===== src/rtl/product_accumulator.sv =====
`default_nettype none
// +---------------------------------------------------------------------------+
// | Module      : product_accumulator                                         |
// | Description : Sums a programmed number of unsigned products into a wide   |
// |               accumulator and holds the result on a valid/ready output.   |
// | Revision    : 1.0 - initial release                                       |
// +---------------------------------------------------------------------------+
module product_accumulator #(
    parameter int IN_W  = 8,
    parameter int ACC_W = 16,
    parameter int LEN_W = 4
) (
    input  logic             clk,
    input  logic             rst,
    input  logic             start,
    input  logic [LEN_W-1:0] len,
    input  logic             in_valid,
    output logic             in_ready,
    input  logic [IN_W-1:0]  product,
    output logic [ACC_W-1:0] sum,
    output logic             sum_valid,
    input  logic             out_ready,
    output logic             overflow,
    output logic             busy
);

    localparam logic [1:0] c_s_idle  = 2'd0;
    localparam logic [1:0] c_s_accum = 2'd1;
    localparam logic [1:0] c_s_done  = 2'd2;

    logic [1:0]       r_state;
    logic [1:0]       w_state_next;
    logic [ACC_W-1:0] r_acc;
    logic [ACC_W-1:0] w_acc_next;
    logic [LEN_W-1:0] r_remaining;
    logic [LEN_W-1:0] w_remaining_next;
    logic             r_overflow;
    logic             w_overflow_next;
    logic [ACC_W:0]   w_add;

    // One extra bit on the adder captures the carry out of the accumulator.
    assign w_add = {1'b0, r_acc} + {{(ACC_W + 1 - IN_W){1'b0}}, product};

    always_comb begin
        w_state_next     = r_state;
        w_acc_next       = r_acc;
        w_remaining_next = r_remaining;
        w_overflow_next  = r_overflow;
        case (r_state)
            c_s_idle: begin
                if (start) begin
                    w_acc_next       = '0;
                    w_overflow_next  = 1'b0;
                    w_remaining_next = len;
                    w_state_next     = (len == '0) ? c_s_done : c_s_accum;
                end
            end
            c_s_accum: begin
                if (in_valid) begin
                    w_acc_next       = w_add[ACC_W-1:0];
                    w_overflow_next  = r_overflow | w_add[ACC_W];
                    w_remaining_next = r_remaining - LEN_W'(1);
                    if (r_remaining == LEN_W'(1)) begin
                        w_state_next = c_s_done;
                    end
                end
            end
            c_s_done: begin
                if (out_ready) begin
                    w_state_next = c_s_idle;
                end
            end
            default: begin
                w_state_next = c_s_idle;
            end
        endcase
    end

    always_ff @(posedge clk) begin
        if (rst) begin
            r_state     <= c_s_idle;
            r_acc       <= '0;
            r_remaining <= '0;
            r_overflow  <= 1'b0;
        end else begin
            r_state     <= w_state_next;
            r_acc       <= w_acc_next;
            r_remaining <= w_remaining_next;
            r_overflow  <= w_overflow_next;
        end
    end

    assign in_ready  = (r_state == c_s_accum);
    assign sum_valid = (r_state == c_s_done);
    assign busy      = (r_state != c_s_idle);
    assign sum       = r_acc;
    assign overflow  = r_overflow;

endmodule
`default_nettype wire

===== config.mk =====
export PLATFORM = sky130hd
export DESIGN_NAME = product_accumulator
export DESIGN_NICKNAME = d
export VERILOG_FILES = /design/src/rtl/product_accumulator.sv
export SDC_FILE = /design/constraint.sdc
export NUM_CORES = 1
export LEC_CHECK = 0
export BUFFER_PORTS_ARGS = -buffer_cell sky130_fd_sc_hd__buf_2
export CORE_ASPECT_RATIO = 0.6
export CORE_UTILIZATION = 52
export DETAILED_ROUTE_END_ITERATION = 16
export PLACE_DENSITY_LB_ADDON = 0.1
export SYNTH_ARGS = -nofsm -noshare
export SYNTH_HDL_FRONTEND = slang
export SYNTH_SLANG_ARGS = --single-unit

===== constraint.sdc =====
create_clock -name clk -period 2.2 [get_ports clk]
set_clock_uncertainty 0.15 [all_clocks]
set_input_delay 0.22 -clock clk [delete_from_list [all_inputs] [get_ports clk]]
set_output_delay 0.22 -clock clk [all_outputs]
set_load 0.02 [all_outputs]

==> results of run 1 <==
[per-layer routing]
metal | part of all wire, % | up-vias | wire length (um)
li1 | - | 723 | -
met1 | 50 | 673 | 1800
met2 | 43 | 57 | 1530
met3 | 5.7 | 6 | 203
met4 | 0.95 | 0 | 34
met5 | 0 | - | 0
[critical path, stage by stage (launching register included)]
cell	delay, ns
dfxtp_2	0.34
ha_2	0.17
inv_2	0.06
fa_2	0.20
nor2b_1	0.06
o31a_1	0.32
o21a_1	0.19
or3_1	0.30
a32o_1	0.24
[repair_timing]
item                                    CTS  global route
endpoints found under the setup margin    0             2
resized for setup                         0             3
setup buffers                             0             1
[registers in the layout, summed over array words and instances, names as in the netlist]
register,count
r_state,2
r_remaining,4
sum,16
overflow,1
[cell families (layout without fill, tap and decap cells)]
logic type	after synthesis	in the layout	synth area share, %
muxes	2	2	1.39
and+or+nand+nor	59	59	20.5
DFF	23	23	32.1
xor gates and xnor gates	10	10	6.10
buffers and inverters	14	55	3.66
AOI/OAI and AO/OA	55	55	26.2
adders and majority gates	11	11	10.1
[stage by stage]
stage | util, % | setup WS [ns] | cell area, um^2
after floorplan | - | 0.0477 | 1440
after global placement | 65.7 | 0.103 | 1680
after detailed placement | 65.7 | 0.0567 | 1680
after CTS | 67.5 | 0.0601 | 1730
after global routing | 68.0 | -0.00805 | 1740
final | 68.0 | 0.0779 | 1740
[worst paths after layout]
kind         startpoint          to  slack, ns  cells past startpoint
min reg2reg    overflow    overflow       0.31                      2
max reg2reg      sum[0]      sum[6]       0.08                      8
max              sum[0]      sum[6]       0.08                      8
min           out_ready  r_state[1]       0.08                      3
[placed cells by master, fill, tap and decap left out, types with 4 or more instances in the layout]
| master | instances |
|---|---|
| dfxtp_1 | 22 |
| buf_4 | 7 |
| nor3_1 | 6 |
| xor2_1 | 7 |
| nand2_1 | 11 |
| a211oi_1 | 4 |
| o21ai_0 | 8 |
| nor2_1 | 22 |
| buf_2 | 36 |
| nand3_1 | 4 |
| o211ai_1 | 9 |
| inv_1 | 6 |
| ha_1 | 9 |
| a21oi_1 | 14 |
[power by group]
part | switching, mW | total, mW | internal, mW
registers | 0.0196 | 0.456 | 0.436
clock network | 0.143 | 0.272 | 0.129
logic | 0.164 | 0.272 | 0.107
[final cells by class]
| class | count | area share [%] |
|---|---|---|
| tap | 32 | 2.30 |
| clock buffer | 4 | 2.59 |
| sequential | 23 | 26.6 |
| inverter | 8 | 1.73 |
| multi-input combinational | 137 | 53.4 |
| timing repair buffer | 43 | 13.4 |
==> impl_metrics.csv, run 1 <==
group,metric,value,unit
logic_synthesis,yosysSeqAreaShare,32.1,%
die,start_util,56.2,%
placed_design,place.port_buffers,36,
cells_and_area,regArea,462,um^2
logic_synthesis,yosysMostFrequentCell,"dfxtp_1",
placed_design,hpwlAfterDp,2690,um
setup_path,crit_type,"reg2reg",
clock_tree,ctsHoldBuffers,0,
cells_and_area,nFillCells,230,
route,drt_wl_total,3570,um
clock_tree,htree_levels,1,
timing,fin_crit_sh,96.5,%
timing,slew_headroom,63.0,%
grt,grt_pass1_wl,5980,um
die,rows,14,
clock_tree,numCtsBuffers,3,
clock_tree,clock_sinks,23,
timing,finalMaxSlewViolations,0,
power_and_ir_drop,peakVddDrop,296,uV
route,vias,1459,
logic_synthesis,synth_top_area_share,32.1,%
logic_synthesis,synth_common_cells,"dfxtp_1 (23), nor2_1 (22), a21oi_1 (14)",
logic_synthesis,yosys.area.top_type,"dfxtp_1",
grt,grtUsageMet1,35.5,%
route,wl_per_cell,14.5,um
cells_and_area,diodes,0,
power_and_ir_drop,leakagePower,0.752,nW
grt,grt_pass1_vias,1337,
timing,max_freq,471,MHz
setup_path,end_kind,"register",
flow_run,max_cap_violations,0,
cells_and_area,nets,244,
placed_design,gp_congestion,0.832,
grt,antenna_found_initial,0,
logic_synthesis,syn-instance-count,174,
logic_synthesis,yosys-top-cells-area,"dfxtp_1 (32%), ha_1 (8.7%), nor2_1 (5.7%)",
die,io_pins,37,
setup_path,critical_path.max_fanout,3,
worst_hold_path,hp-class,"in2reg",
grt,grt_usage,25.3,%
grt,met3_usage,5.23,%
timing,hold_viol,0,
cells_and_area,multiInputGateArea,928,um^2
die,die_w,69.9,um
clock_tree,clk_pin_slew,0.09,ns
cells_and_area,stdcell_count,247,
clock_tree,clockBufferDepth,2,
logic_synthesis,avgSynthCellArea,8.26,um^2
route,route.detailed.drc,0,
cells_and_area,drive_gt1_share,25.6,%
route,dr.pass1.iters,4,
clock_tree,cts_tree,"done",
setup_path,worst_setup_path_start_kind,"register",
die,core-area,2560,um^2
grt,grt-busiest-layer,"met2",
clock_tree,clock_latency,0.27,ns
logic_synthesis,yosys_warnings,0,
power_and_ir_drop,power.density,575,nW/um^2
die,dieHeight,42.7,um
logic_synthesis,ys.flop_type,"dfxtp_1",
placed_design,dp.cells,242,
cells_and_area,syn_to_final_growth,21.0,%
clock_tree,clockRootBuffer,"clkbuf_8",
grt,grt.met2_usage,39.8,%
logic_synthesis,synth-async-reset-ratio,0,%
route,via_per_inst,5.91,
grt,overflow,0,
route,drt_iter0_drc,90,
timing,tightest_slew,0.540,ns
logic_synthesis,synth.ff_latch_count,23,
run_status,status,"finished, final reports clean",
timing,setup_tns,0,ns
timing,fin_crit,2.12,ns
logic_synthesis,syn_area,1440,um^2
timing,whs,0.0845,ns
logic_synthesis,synth_edf_count,0,
grt,grt_max_degree,16,
logic_synthesis,synth_fp_nets,202,
logic_synthesis,ys_types,44,
die,fp.dieArea,2980,um^2
setup_path,critPathRequiredTime,2.22,ns
setup_path,arrival,2.14,ns
power_and_ir_drop,power,1.00,mW
timing,setup_viol,0,
route,ant_nets,0,
Note: power is estimated with default switching activity, not from simulation.
==> run 2, diff against run 1 <==
--- a/config.mk
+++ b/config.mk
@@ -6,7 +6,7 @@
 export NUM_CORES = 1
 export LEC_CHECK = 0
 export BUFFER_PORTS_ARGS = -buffer_cell sky130_fd_sc_hd__buf_2
-export CORE_ASPECT_RATIO = 0.6
+export CORE_ASPECT_RATIO = 1.2
 export CORE_UTILIZATION = 52
 export DETAILED_ROUTE_END_ITERATION = 16
 export PLACE_DENSITY_LB_ADDON = 0.1
==> run 2 against run 1 <==
Combinational power down 2%. Power down 7.1%. Final area down 0.65%. Count of clock-buffer cells in the layout down 1. Critical path depth unchanged. Core utilization down 0.96 points. Final cell count unchanged. Critical path type unchanged.
==> impl_metrics.csv, run 2 (synthesis gave the netlist of run 1 again) <==
group,metric,value,unit
timing,slew_headroom,59.9,%
die,io_pins,37,
placed_design,dp.cells,242,
setup_path,crit_type,"reg2reg",
setup_path,arrival,2.25,ns
timing,fin_crit,2.18,ns
setup_path,critical_path.max_fanout,5,
power_and_ir_drop,power.density,538,nW/um^2
setup_path,rrSetupSlack,0.02,ns
grt,grt_pass1_wl,5300,um
die,die_w,50.0,um
grt,antenna_found_initial,0,
route,via_per_inst,5.73,
die,fp.dieArea,2980,um^2
timing,setup_viol,0,
grt,grt_max_degree,16,
run_status,status,"finished, final reports clean",
cells_and_area,final_cell_mix,"buf_2 (36), nor2_1 (22), dfxtp_1 (22)",
cells_and_area,design_area,1730,um^2
timing,whs,0.0205,ns
setup_path,critPathRequiredTime,2.27,ns
grt,overflow,0,
worst_hold_path,hp-class,"in2reg",
timing,tightest_slew,0.585,ns
flow_run,max_cap_violations,0,
route,dr.pass1.iters,4,
timing,finalMaxSlewViolations,0,
placed_design,gp_congestion,0.865,
cells_and_area,nets,243,
clock_tree,clk_pin_slew,0.14,ns
power_and_ir_drop,leakagePower,0.745,nW
clock_tree,cts_tree,"done",
setup_path,worst_setup_path_start_kind,"register",
clock_tree,clock_sinks,23,
route,wl_per_cell,12.9,um
timing,fin_crit_sh,99.0,%
timing,max_freq,459,MHz
clock_tree,clockRootBuffer,"clkbuf_4",
setup_path,end_kind,"register",
placed_design,placed_area,1670,um^2
power_and_ir_drop,peakVddDrop,345,uV
clock_tree,clockBufferDepth,2,
die,core-area,2580,um^2
clock_tree,numCtsBuffers,3,
die,dieHeight,59.6,um
clock_tree,clock_latency,0.31,ns
timing,rsz0062_at_grt,"yes",
grt,grt_pass1_vias,1295,
placed_design,place.port_buffers,36,
power_and_ir_drop,power,0.929,mW
route,ant_nets,0,
timing,setup_tns,0,ns
route,vias,1416,
route,drt_iter0_drc,17,
route,drt_wl_total,3190,um
placed_design,hpwlAfterDp,2440,um
die,rows,20,
cells_and_area,stdcell_count,247,
clock_tree,htree_levels,1,
grt,grt_usage,23.1,%
cells_and_area,layout_commonest_cell,"buf_2",
cells_and_area,drive_gt1_share,26.2,%
cells_and_area,diodes,0,
cells_and_area,largest_reg_flops,16,
die,start_util,55.7,%
route,route.detailed.drc,0,
timing,hold_viol,0,
cells_and_area,syn_to_final_growth,20.2,%
[run 2: changes by cell type in the layout (fill, tap and decap cells not counted), sizes merged]
cell,previous run,this run
clkbuf,4,3
clkinv,1,2
buf,43,42
[run 2: metal layers]
| metal | up-vias | share of wire [%] | global-route usage [%] |
|---|---|---|---|
| li1 | 715 | - | - |
| met1 | 674 | 46 | 28.1 |
| met2 | 25 | 50 | 41.3 |
| met3 | 2 | 2.6 | 2.31 |
| met4 | 0 | 0.66 | 9.80 |
| met5 | - | 0 | 0 |
[run 2: final cells by class]
cell class                      instances  area (um^2)
Multi-Input combinational cell        137          941
Fill cell                             248          851
Sequential cell                        23          462
Timing Repair Buffer                   42          225
Tap cell                               33         41.3
Inverter                                8         30.0
Clock buffer                            3         22.5
Clock inverter                          1         5.00
[run 2: timing repair]
item / 4_1_cts / 5_1_grt
hold buffers: 0 / 0
setup buffers: 0 / 1
setup endpoints to repair: 0 / 4
resized for setup: 0 / 5
[run 2: report_power, final]
group	internal (mW)	switching [mW]	leakage [nW]
registers	0.437	0.0186	0.187
clock network	0.0679	0.138	0.0177
logic	0.108	0.159	0.540
total	0.613	0.316	0.745
[run 2: path summary, 6_finish.rpt]
path / start / endpoint / cells after the start
hold / removal: out_ready / r_state[1] / 3
setup / recovery: sum[0] / sum[6] / 8
hold reg to reg: overflow / overflow / 2
setup reg to reg: sum[0] / sum[6] / 8
[run 2: worst max-delay path, stage by stage, from the launching register on]
cell and delay, ns:
dfxtp_2 0.36, ha_4 0.15, inv_2 0.05, fa_2 0.21, nor2b_2 0.05, o31a_1 0.34
o21a_1 0.21, or3_1 0.30, a32o_1 0.26
[run 2: metrics by stage]
stage,utilization [%],setup slack [ns]
after global placement,65.0,0.0581
after floorplan,-,0.0477
final,67.0,0.0229
after global routing,67.0,-0.0426
after detailed placement,65.0,0.0217
after CTS,66.0,0.0219
